## config.mk

```make
export PLATFORM = sky130hd
export DESIGN_NAME = bcd_mod_counter
export DESIGN_NICKNAME = d
export VERILOG_FILES = /design/src/rtl/bcd_cnt_pkg.sv /design/src/rtl/bcd_digit.sv /design/src/rtl/bcd_mod_counter.sv
export SDC_FILE = /design/constraint.sdc
export NUM_CORES = 1
export LEC_CHECK = 0
export BUFFER_PORTS_ARGS = -buffer_cell sky130_fd_sc_hd__buf_2
export CAP_MARGIN = 20
export CORE_MARGIN = 10
export CORE_UTILIZATION = 55
export CTS_CLUSTER_DIAMETER = 80
export CTS_CLUSTER_SIZE = 10
export DETAILED_ROUTE_END_ITERATION = 8
export PLACE_DENSITY_LB_ADDON = 0.2
export SYNTH_ARGS = -nofsm -noshare
export SYNTH_HDL_FRONTEND = slang
export SYNTH_HIERARCHICAL = 1
export SYNTH_SLANG_ARGS = --single-unit
```

## constraint.sdc

```tcl
create_clock -name clk -period 4.8 [get_ports clk]
set_input_delay 0.96 -clock clk [delete_from_list [all_inputs] [get_ports clk]]
set_output_delay 0.96 -clock clk [all_outputs]
set_load 0.01 [all_outputs]
```

## src/rtl/bcd_cnt_pkg.sv

```systemverilog
// Shared constants and helpers for the cascaded BCD modulo counter.
//   BCD_W / BCD_MAX : digit width and largest legal digit value
//   bcd_word_t      : widest supported packed BCD word (4 digits)
//   digit_ctl_t     : per-digit control bundle driven by the top level
//   to_bcd()        : integer -> packed BCD constant (builds the terminal count)
//   bcd_valid()     : every digit <= 9
package bcd_cnt_pkg;

  localparam int BCD_W      = 4;
  localparam int BCD_MAX    = 9;
  localparam int MAX_DIGITS = 4;

  typedef logic [BCD_W*MAX_DIGITS-1:0] bcd_word_t;

  // Per-digit control. clr > load > inc/dec inside the digit.
  typedef struct packed {
    logic clr;
    logic load;
    logic inc;
    logic dec;
  } digit_ctl_t;

  // Digits above 'digits' are left zero so the result can be sliced down.
  function automatic bcd_word_t to_bcd(int v, int digits);
    bcd_word_t r;
    int        t;
    r = '0;
    t = v;
    for (int i = 0; i < MAX_DIGITS; i++) begin
      if (i < digits) begin
        r[i*BCD_W +: BCD_W] = BCD_W'(t % 10);
        t = t / 10;
      end
    end
    return r;
  endfunction

  function automatic logic bcd_valid(bcd_word_t value);
    for (int i = 0; i < MAX_DIGITS; i++) begin
      if (value[i*BCD_W +: BCD_W] > BCD_W'(BCD_MAX)) return 1'b0;
    end
    return 1'b1;
  endfunction

endpackage

```

## src/rtl/bcd_digit.sv

```systemverilog
// One BCD digit register (0..9) with clear, parallel load and +/-1 step.
//   clk, rst   : clock, asynchronous active-high reset
//   ctl        : clr / load / inc / dec controls (priority in that order)
//   load_val   : digit value taken on load
//   d          : current digit
//   carry_out  : inc requested while at 9 (digit wraps to 0)
//   borrow_out : dec requested while at 0 (digit wraps to 9)
module bcd_digit
  import bcd_cnt_pkg::*;
(
  input  logic             clk,
  input  logic             rst,
  input  digit_ctl_t       ctl,
  input  logic [BCD_W-1:0] load_val,
  output logic [BCD_W-1:0] d,
  output logic             carry_out,
  output logic             borrow_out
);

  localparam logic [BCD_W-1:0] DMAX = BCD_W'(BCD_MAX);

  logic step_ok;
  assign step_ok    = ~ctl.clr & ~ctl.load;
  assign carry_out  = step_ok & ctl.inc & (d == DMAX);
  assign borrow_out = step_ok & ctl.dec & (d == '0);

  always_ff @(posedge clk or posedge rst) begin
    if (rst)           d <= '0;
    else if (ctl.clr)  d <= '0;
    else if (ctl.load) d <= load_val;
    else if (ctl.inc)  d <= (d == DMAX) ? '0 : d + 1'b1;
    else if (ctl.dec)  d <= (d == '0) ? DMAX : d - 1'b1;
  end

endmodule

```

## src/rtl/bcd_mod_counter.sv

```systemverilog
// Cascaded BCD modulo counter, range 0..MODULUS-1, up/down.
//   clk, rst  : clock, asynchronous active-high reset
//   en, up    : count enable, direction (1 = increment)
//   clr       : synchronous clear (also clears load_err)
//   load      : synchronous parallel load of load_val (range checked)
//   load_val  : packed BCD, digit 0 in [3:0]
//   count     : packed BCD count, digit 0 in [3:0]
//   co        : combinational terminal-count strobe, feeds next stage en
//   load_err  : sticky, set by a rejected load
module bcd_mod_counter
  import bcd_cnt_pkg::*;
#(
  parameter int DIGITS  = 2,
  parameter int MODULUS = 60
) (
  input  logic                  clk,
  input  logic                  rst,
  input  logic                  en,
  input  logic                  up,
  input  logic                  clr,
  input  logic                  load,
  input  logic [BCD_W*DIGITS-1:0] load_val,
  output logic [BCD_W*DIGITS-1:0] count,
  output logic                  co,
  output logic                  load_err
);

  localparam int        W      = BCD_W*DIGITS;
  localparam bcd_word_t TERM_F = to_bcd(MODULUS-1, DIGITS);
  localparam logic [W-1:0] TERM = TERM_F[W-1:0];

  logic at_term, at_zero;
  assign at_term = (count == TERM);
  assign at_zero = (count == '0);

  // Load validation. For all-valid BCD words, unsigned vector order equals
  // decimal order, so "< MODULUS" is a plain compare against TERM.
  bcd_word_t load_ext;
  always_comb begin
    load_ext        = '0;
    load_ext[W-1:0] = load_val;
  end

  logic load_ok;
  assign load_ok = bcd_valid(load_ext) && (load_val <= TERM);

  // A count step only happens when neither clr nor load claims the cycle.
  logic step, wrap_up, wrap_dn;
  assign step    = en & ~clr & ~load;
  assign wrap_up = step &  up & at_term;
  assign wrap_dn = step & ~up & at_zero;

  assign co = step & (up ? at_term : at_zero);

  // Wraps reuse the digits' clear/load paths: up-wrap clears, down-wrap
  // loads TERM. Plain stepping enters digit 0 and ripples by carry/borrow.
  logic         dig_clr, dig_load;
  logic [W-1:0] dig_val;
  assign dig_clr  = clr | wrap_up;
  assign dig_load = (load & ~clr & load_ok) | wrap_dn;
  assign dig_val  = wrap_dn ? TERM : load_val;

  logic inc0, dec0;
  assign inc0 = step &  up & ~at_term;
  assign dec0 = step & ~up & ~at_zero;

  logic [DIGITS-1:0] inc, dec, carry, borrow;

  for (genvar i = 0; i < DIGITS; i++) begin : g_dig
    if (i == 0) begin : g_lsd
      assign inc[i] = inc0;
      assign dec[i] = dec0;
    end else begin : g_chain
      assign inc[i] = carry[i-1];
      assign dec[i] = borrow[i-1];
    end

    digit_ctl_t ctl;
    assign ctl = '{clr: dig_clr, load: dig_load, inc: inc[i], dec: dec[i]};

    bcd_digit u_dig (
      .clk        (clk),
      .rst        (rst),
      .ctl        (ctl),
      .load_val   (dig_val[i*BCD_W +: BCD_W]),
      .d          (count[i*BCD_W +: BCD_W]),
      .carry_out  (carry[i]),
      .borrow_out (borrow[i])
    );
  end

  // The top digit never carries/borrows out: TERM/zero wraps intercept first.
  logic unused_msd;
  assign unused_msd = carry[DIGITS-1] | borrow[DIGITS-1];

  always_ff @(posedge clk or posedge rst) begin
    if (rst)                  load_err <= 1'b0;
    else if (clr)             load_err <= 1'b0;
    else if (load & ~load_ok) load_err <= 1'b1;
  end

endmodule

```

# After elaboration in Yosys (flattened, before gate mapping)
# Cells that the tools add are included.
[word_totals]
out_inout_bits = 10
wordCells = 70
inputBits = 14
reg_bits = 9
[op_classes]
add_sub_neg = 4
mux = 23
n_eq_ne = 3
reduce_logical = 7
magnitude_cmp = 3
n_bitwise = 27
[op_table]
columns = ["cell", "count"]
rows = [
  ["$mux 4", 12],
  ["$and 1x1->1", 17],
  ["$mux 1", 10],
  ["$add 4x1->4 const B", 2],
  ["$eq 4x4->1 const B", 2],
  ["$eq 8x7->1 const B", 1],
  ["$gt 4x4->1 const B", 2],
  ["$le 8x7->1 const B", 1],
  ["$logic_not 4->1", 2],
  ["$logic_not 8->1", 1],
  ["$mux 8", 1],
  ["$not 1->1", 8],
  ["$reduce_bool 4->1", 2],
  ["$sub 4x1->4 const B", 2],
  ["$or 1x1->1", 2],
  ["$reduce_bool 2->1", 1],
  ["$logic_and 1x1->1", 1],
]

# Logic depth before layout (Yosys ltp)
[depth]
word_depth = 16
depth_mapped = 11
ltp_nobuf = 10

# Hierarchy
# The synthesis kept the hierarchy.
[by_module_without_submodules]
columns = ["mod", "seq_area_each_um2", "area_per_inst_um2", "cells_each", "n_inst"]
rows = [
  ["bcd_digit", 100.1, 454.2, 56, 2],
  ["bcd_mod_counter", 25.0, 266.5, 29, 1],
]

# Worst setup path after synthesis
# No wires, ideal clock.
[synth_timing]
kind = "input to register"
startpoint = "input port clr"
endpoint = "register g_dig[1].u_dig.d[3]"
arrival_ps = 2634
setup_slack_ps = 2029
n_path_buf = 2
path_stages = 9
cell_sequence = "and4bb_2 > nor2b_1 > clkbuf_1 > nand2_1 > nor2_1 > clkbuf_1 > o21ai_0 > a31oi_1 > o32ai_1"
[synth_via]
word_cells_on_any_way = 25
[synth_rtl]
columns = ["item", "line", "source"]
rows = [
  ["start, declared", "bcd_mod_counter.sv:20", "input logic clr,"],
  ["$not 1->1 *", "bcd_mod_counter.sv:49", "assign step = en & ~clr & ~load;"],
  ["$and 1x1->1 * (2 in series)", "bcd_mod_counter.sv:49", ""],
  ["$and 1x1->1 * (2 in series)", "bcd_mod_counter.sv:64", "assign inc0 = step & up & ~at_term;"],
  ["via inc0", "bcd_mod_counter.sv:63", "logic inc0, dec0;"],
  ["$and 1x1->1 * (2 in series)", "bcd_digit.sv:24", "assign carry_out = step_ok & ctl.inc & (d == DMAX);"],
  ["via carry[0]", "bcd_mod_counter.sv:67", "logic [DIGITS-1:0] inc, dec, carry, borrow;"],
  ["$mux 4", "bcd_digit.sv:31", "else if (ctl.inc) d <= (d == DMAX) ? '0 : d + 1'b1;"],
  ["$mux 4", "bcd_digit.sv:30", "else if (ctl.load) d <= load_val;"],
  ["$mux 4", "bcd_digit.sv:29", "else if (ctl.clr) d <= '0;"],
  ["end signal, assigned", "bcd_digit.sv:30", ""],
  ["end signal, assigned", "bcd_digit.sv:31", ""],
  ["end signal, assigned", "bcd_digit.sv:32", "else if (ctl.dec) d <= (d == '0) ? DMAX : d - 1'b1;"],
  ["end, declared", "bcd_digit.sv:15", "output logic [BCD_W-1:0] d,"],
]
# The timed path passes the listed nets; every way through them passes the cells marked *.
# A chain may end at the register's enable or synchronous reset.

# Worst setup path in the final report
[layout_timing]
startpoint = "input port clr"
endpoint = "register g_dig[1].u_dig.d[0]"
[layout_via]
elab_chain_len = 13
word_cells_on_any_way = 25
[layout_rtl]
columns = ["item", "line", "source"]
rows = [
  ["$not 1->1", "bcd_mod_counter.sv:49", ""],
  ["$and 1x1->1 (2 in series)", "bcd_mod_counter.sv:49", ""],
  ["$and 1x1->1 (2 in series)", "bcd_mod_counter.sv:50", "assign wrap_up = step & up & at_term;"],
  ["$or 1x1->1 *", "bcd_mod_counter.sv:59", "assign dig_clr = clr | wrap_up;"],
  ["via dig_clr", "bcd_mod_counter.sv:57", "logic dig_clr, dig_load;"],
  ["$not 1->1 *", "--", ""],
  ["$and 1x1->1 *", "--", ""],
  ["$and 1x1->1 * (2 in series)", "bcd_digit.sv:24", ""],
  ["via carry[0]", "bcd_mod_counter.sv:67", ""],
  ["$mux 4", "bcd_digit.sv:31", ""],
  ["$mux 4", "bcd_digit.sv:30", ""],
  ["$mux 4", "bcd_digit.sv:29", ""],
]
# Marked as above.

==> impl_metrics.env <==
export IMPL_p_sw_share_pct=36.79
export IMPL_postRouteWirelength_um=2974
export IMPL_cts_tree="yes"
export IMPL_period_share_pct=64.99
export IMPL_drt_pass1_iterations=4
export IMPL_worstMarginPinSlew_ns=0.7179
export IMPL_dieArea_sq_um=4339
export IMPL_path_cells="buf_2 > and4bb_2 > a21o_1 > nor2_1 > nand2_1 > nor2_1 > and3b_1 > o21ai_0 > a221oi_2 > nor3_2"
export IMPL_cp_end_kind="register"
export IMPL_seq_power_share_pct=38.0
export IMPL_avgViaCountPerCell=6.207
export IMPL_syn_inst=138
export IMPL_synth_avg_cell_area_sq_um=8.387
export IMPL_power_total_uw=256.3
export IMPL_ys_warn_count=6
export IMPL_die_w_um=65.87
export IMPL_power_density_nw_per_um2=193.1
export IMPL_worst_slack_ns=1.681
export IMPL_layout_min_cycle_time_ns=3.119
export IMPL_synth_fp_nets=160
export IMPL_fillers=155
export IMPL_power_report_internal_total_uw=162.0
export IMPL_root_buffer="clkbuf_4"
export IMPL_path_clk_slew_ns=0.06
export IMPL_syn_to_final_growth_pct=14.70
export IMPL_initialDrtViolationCount=58
export IMPL_maxClockFrequency_mhz=320.6
export IMPL_dp_slack_ns=1.433
export IMPL_antenna_found_initial=0
export IMPL_start_util_pct=58.40
export IMPL_post_cts_resized=0
export IMPL_post_cts_setup_buffers=0
export IMPL_n_antenna_cell=0
export IMPL_vias=1167
export IMPL_fin_nets=184
export IMPL_clock_path_buffers=2
export IMPL_gp_congestion=0.8601
export IMPL_cp_required_ns=4.93
export IMPL_setup_viol=0
export IMPL_clock_sinks=9
export IMPL_combPwrFrac_pct=39.8
export IMPL_grt_overflow=0
export IMPL_drive_above_1_share_pct=27.33
export IMPL_crit_path_top_delay_cell="nor2_1"
export IMPL_critPathLaunchType="input pin"
export IMPL_rsz0062_at_grt="no"
export IMPL_io_pins=24
export IMPL_grt_pass1_wl_um=5078
export IMPL_port_buffers=23
export IMPL_status="finished clean"
export IMPL_rows=16
export IMPL_clock_latency_ns=0.26
export IMPL_grt_max_degree=19
export IMPL_drcViolationCount=0
export IMPL_final_setup_tns_ns=0
export IMPL_switchingPower_uw=94.30
export IMPL_holdCritPathClass="register to register"
export IMPL_leakage_uw=0.0006014
export IMPL_synth_area_sq_um=1157
export IMPL_place_hpwl_um=2358
export IMPL_arrival_ns=3.25
export IMPL_cts_buffers=3
export IMPL_clock_skew_ns=0.0004927
export IMPL_slew_viol_final=0
export IMPL_wl_per_cell_um=15.82
export IMPL_crit_path_max_fanout=13
export IMPL_max_slew_margin_pct=51.96
export IMPL_drtAntennaViolNets=0
export IMPL_grt_pass1_vias=1156
export IMPL_cpPeakStageDelay_ns=0.57
export IMPL_critPathBufInv=1
export IMPL_hold_buffers=0
export IMPL_cp_top_family="simple AND/OR/NAND/NOR gates"
export IMPL_criticalPathCategory="input pin to register"
export IMPL_critPathMostFrequentCell="nor2_1"
export IMPL_maxCapViolations=0
export IMPL_multi_input_area_sq_um=878.3
export IMPL_die_y_um=65.87
export IMPL_ir_worst_vdd_mv=0.1863
export IMPL_coreArea_sq_um=1982
export IMPL_grtUsageTotal_pct=13.91
export IMPL_hold_viol=0
export IMPL_htreeDepth=1
export IMPL_final_seq_area_sq_um=225.2
export IMPL_pwr_share_clk_pct=22.2
## path summary, 6_finish.rpt
kind / start / to / slack (ns) / cells past startpoint
min in group asynchronous: rst / load_err / 0.56 / 2
min reg2reg: load_err / load_err / 0.54 / 2
max in group asynchronous: rst / g_dig[1].u_dig/d[3] / 4.05 / 2
max reg2reg: g_dig[1].u_dig/d[0] / g_dig[1].u_dig/d[0] / 1.79 / 10
min: load_err / load_err / 0.54 / 2
max: clr / g_dig[1].u_dig/d[0] / 1.68 / 10
## power by group through the flow
stage | sequential, uW | clock, uW | combinational, uW
after floorplan | 96.4 | 0 | 72.2
after global placement | 98.3 | 0 | 98.1
after detailed placement | 98.5 | 0 | 102
after CTS | 97.2 | 57.9 | 102
after global routing | 99.3 | 61.8 | 112
final | 97.5 | 57.0 | 102
## layer usage
| metal | GRT usage, % | share of wire (%) | routed length, um |
|---|---|---|---|
| met2 | 23.31 | 48 | 1432 |
| met4 | 4.011 | 0.71 | 21 |
| met5 | 0 | 0 | 0 |
| met3 | 2.034 | 5.4 | 161 |
| met1 | 17.79 | 46 | 1358 |
## stage by stage
step                cells  util, %  area [sq um]  hold WS [ns]
global placement      184    65.66          1301        0.5407
CTS                   188    66.98          1328        0.5440
global route          188    66.98          1328        0.5557
finish                188    66.98          1328        0.5382
floorplan             138        -          1157        0.5374
detailed placement    184    65.66          1301        0.5325
## flip-flops by register name, summed over array words and instances (netlist names)
register / count
g_dig.u_dig/d: 8
load_err: 1
## worst register-to-register path: stages, from the launching register on
cell and delay [ns]:
dfrtp_1 0.53, and4_1 0.30, and2_1 0.17, a21o_1 0.31, nor2_1 0.21, nand2_1 0.07, nor2_1 0.57, and3b_1 0.26
o21ai_0 0.09, a221oi_2 0.30, nor3_2 0.08
## cell type report
cell class	instances	share of cell area, %
Clock buffer	4	1.979
Inverter	9	2.545
Multi-Input combinational cell	114	66.16
Sequential cell	9	16.97
Tap cell	27	2.545
Timing Repair Buffer	25	9.802
## placed cells by master (no fill, tap or decap), drive strengths merged, types with 5 or more instances in the layout
cell type / count
inv: 9
nor2b: 8
o21ai: 7
nor2: 9
nand2b: 8
nor4b: 5
and2: 5
buf: 25
dfrtp: 9
ha: 8
a21oi: 9
Note: power is estimated with default switching activity, not from simulation.
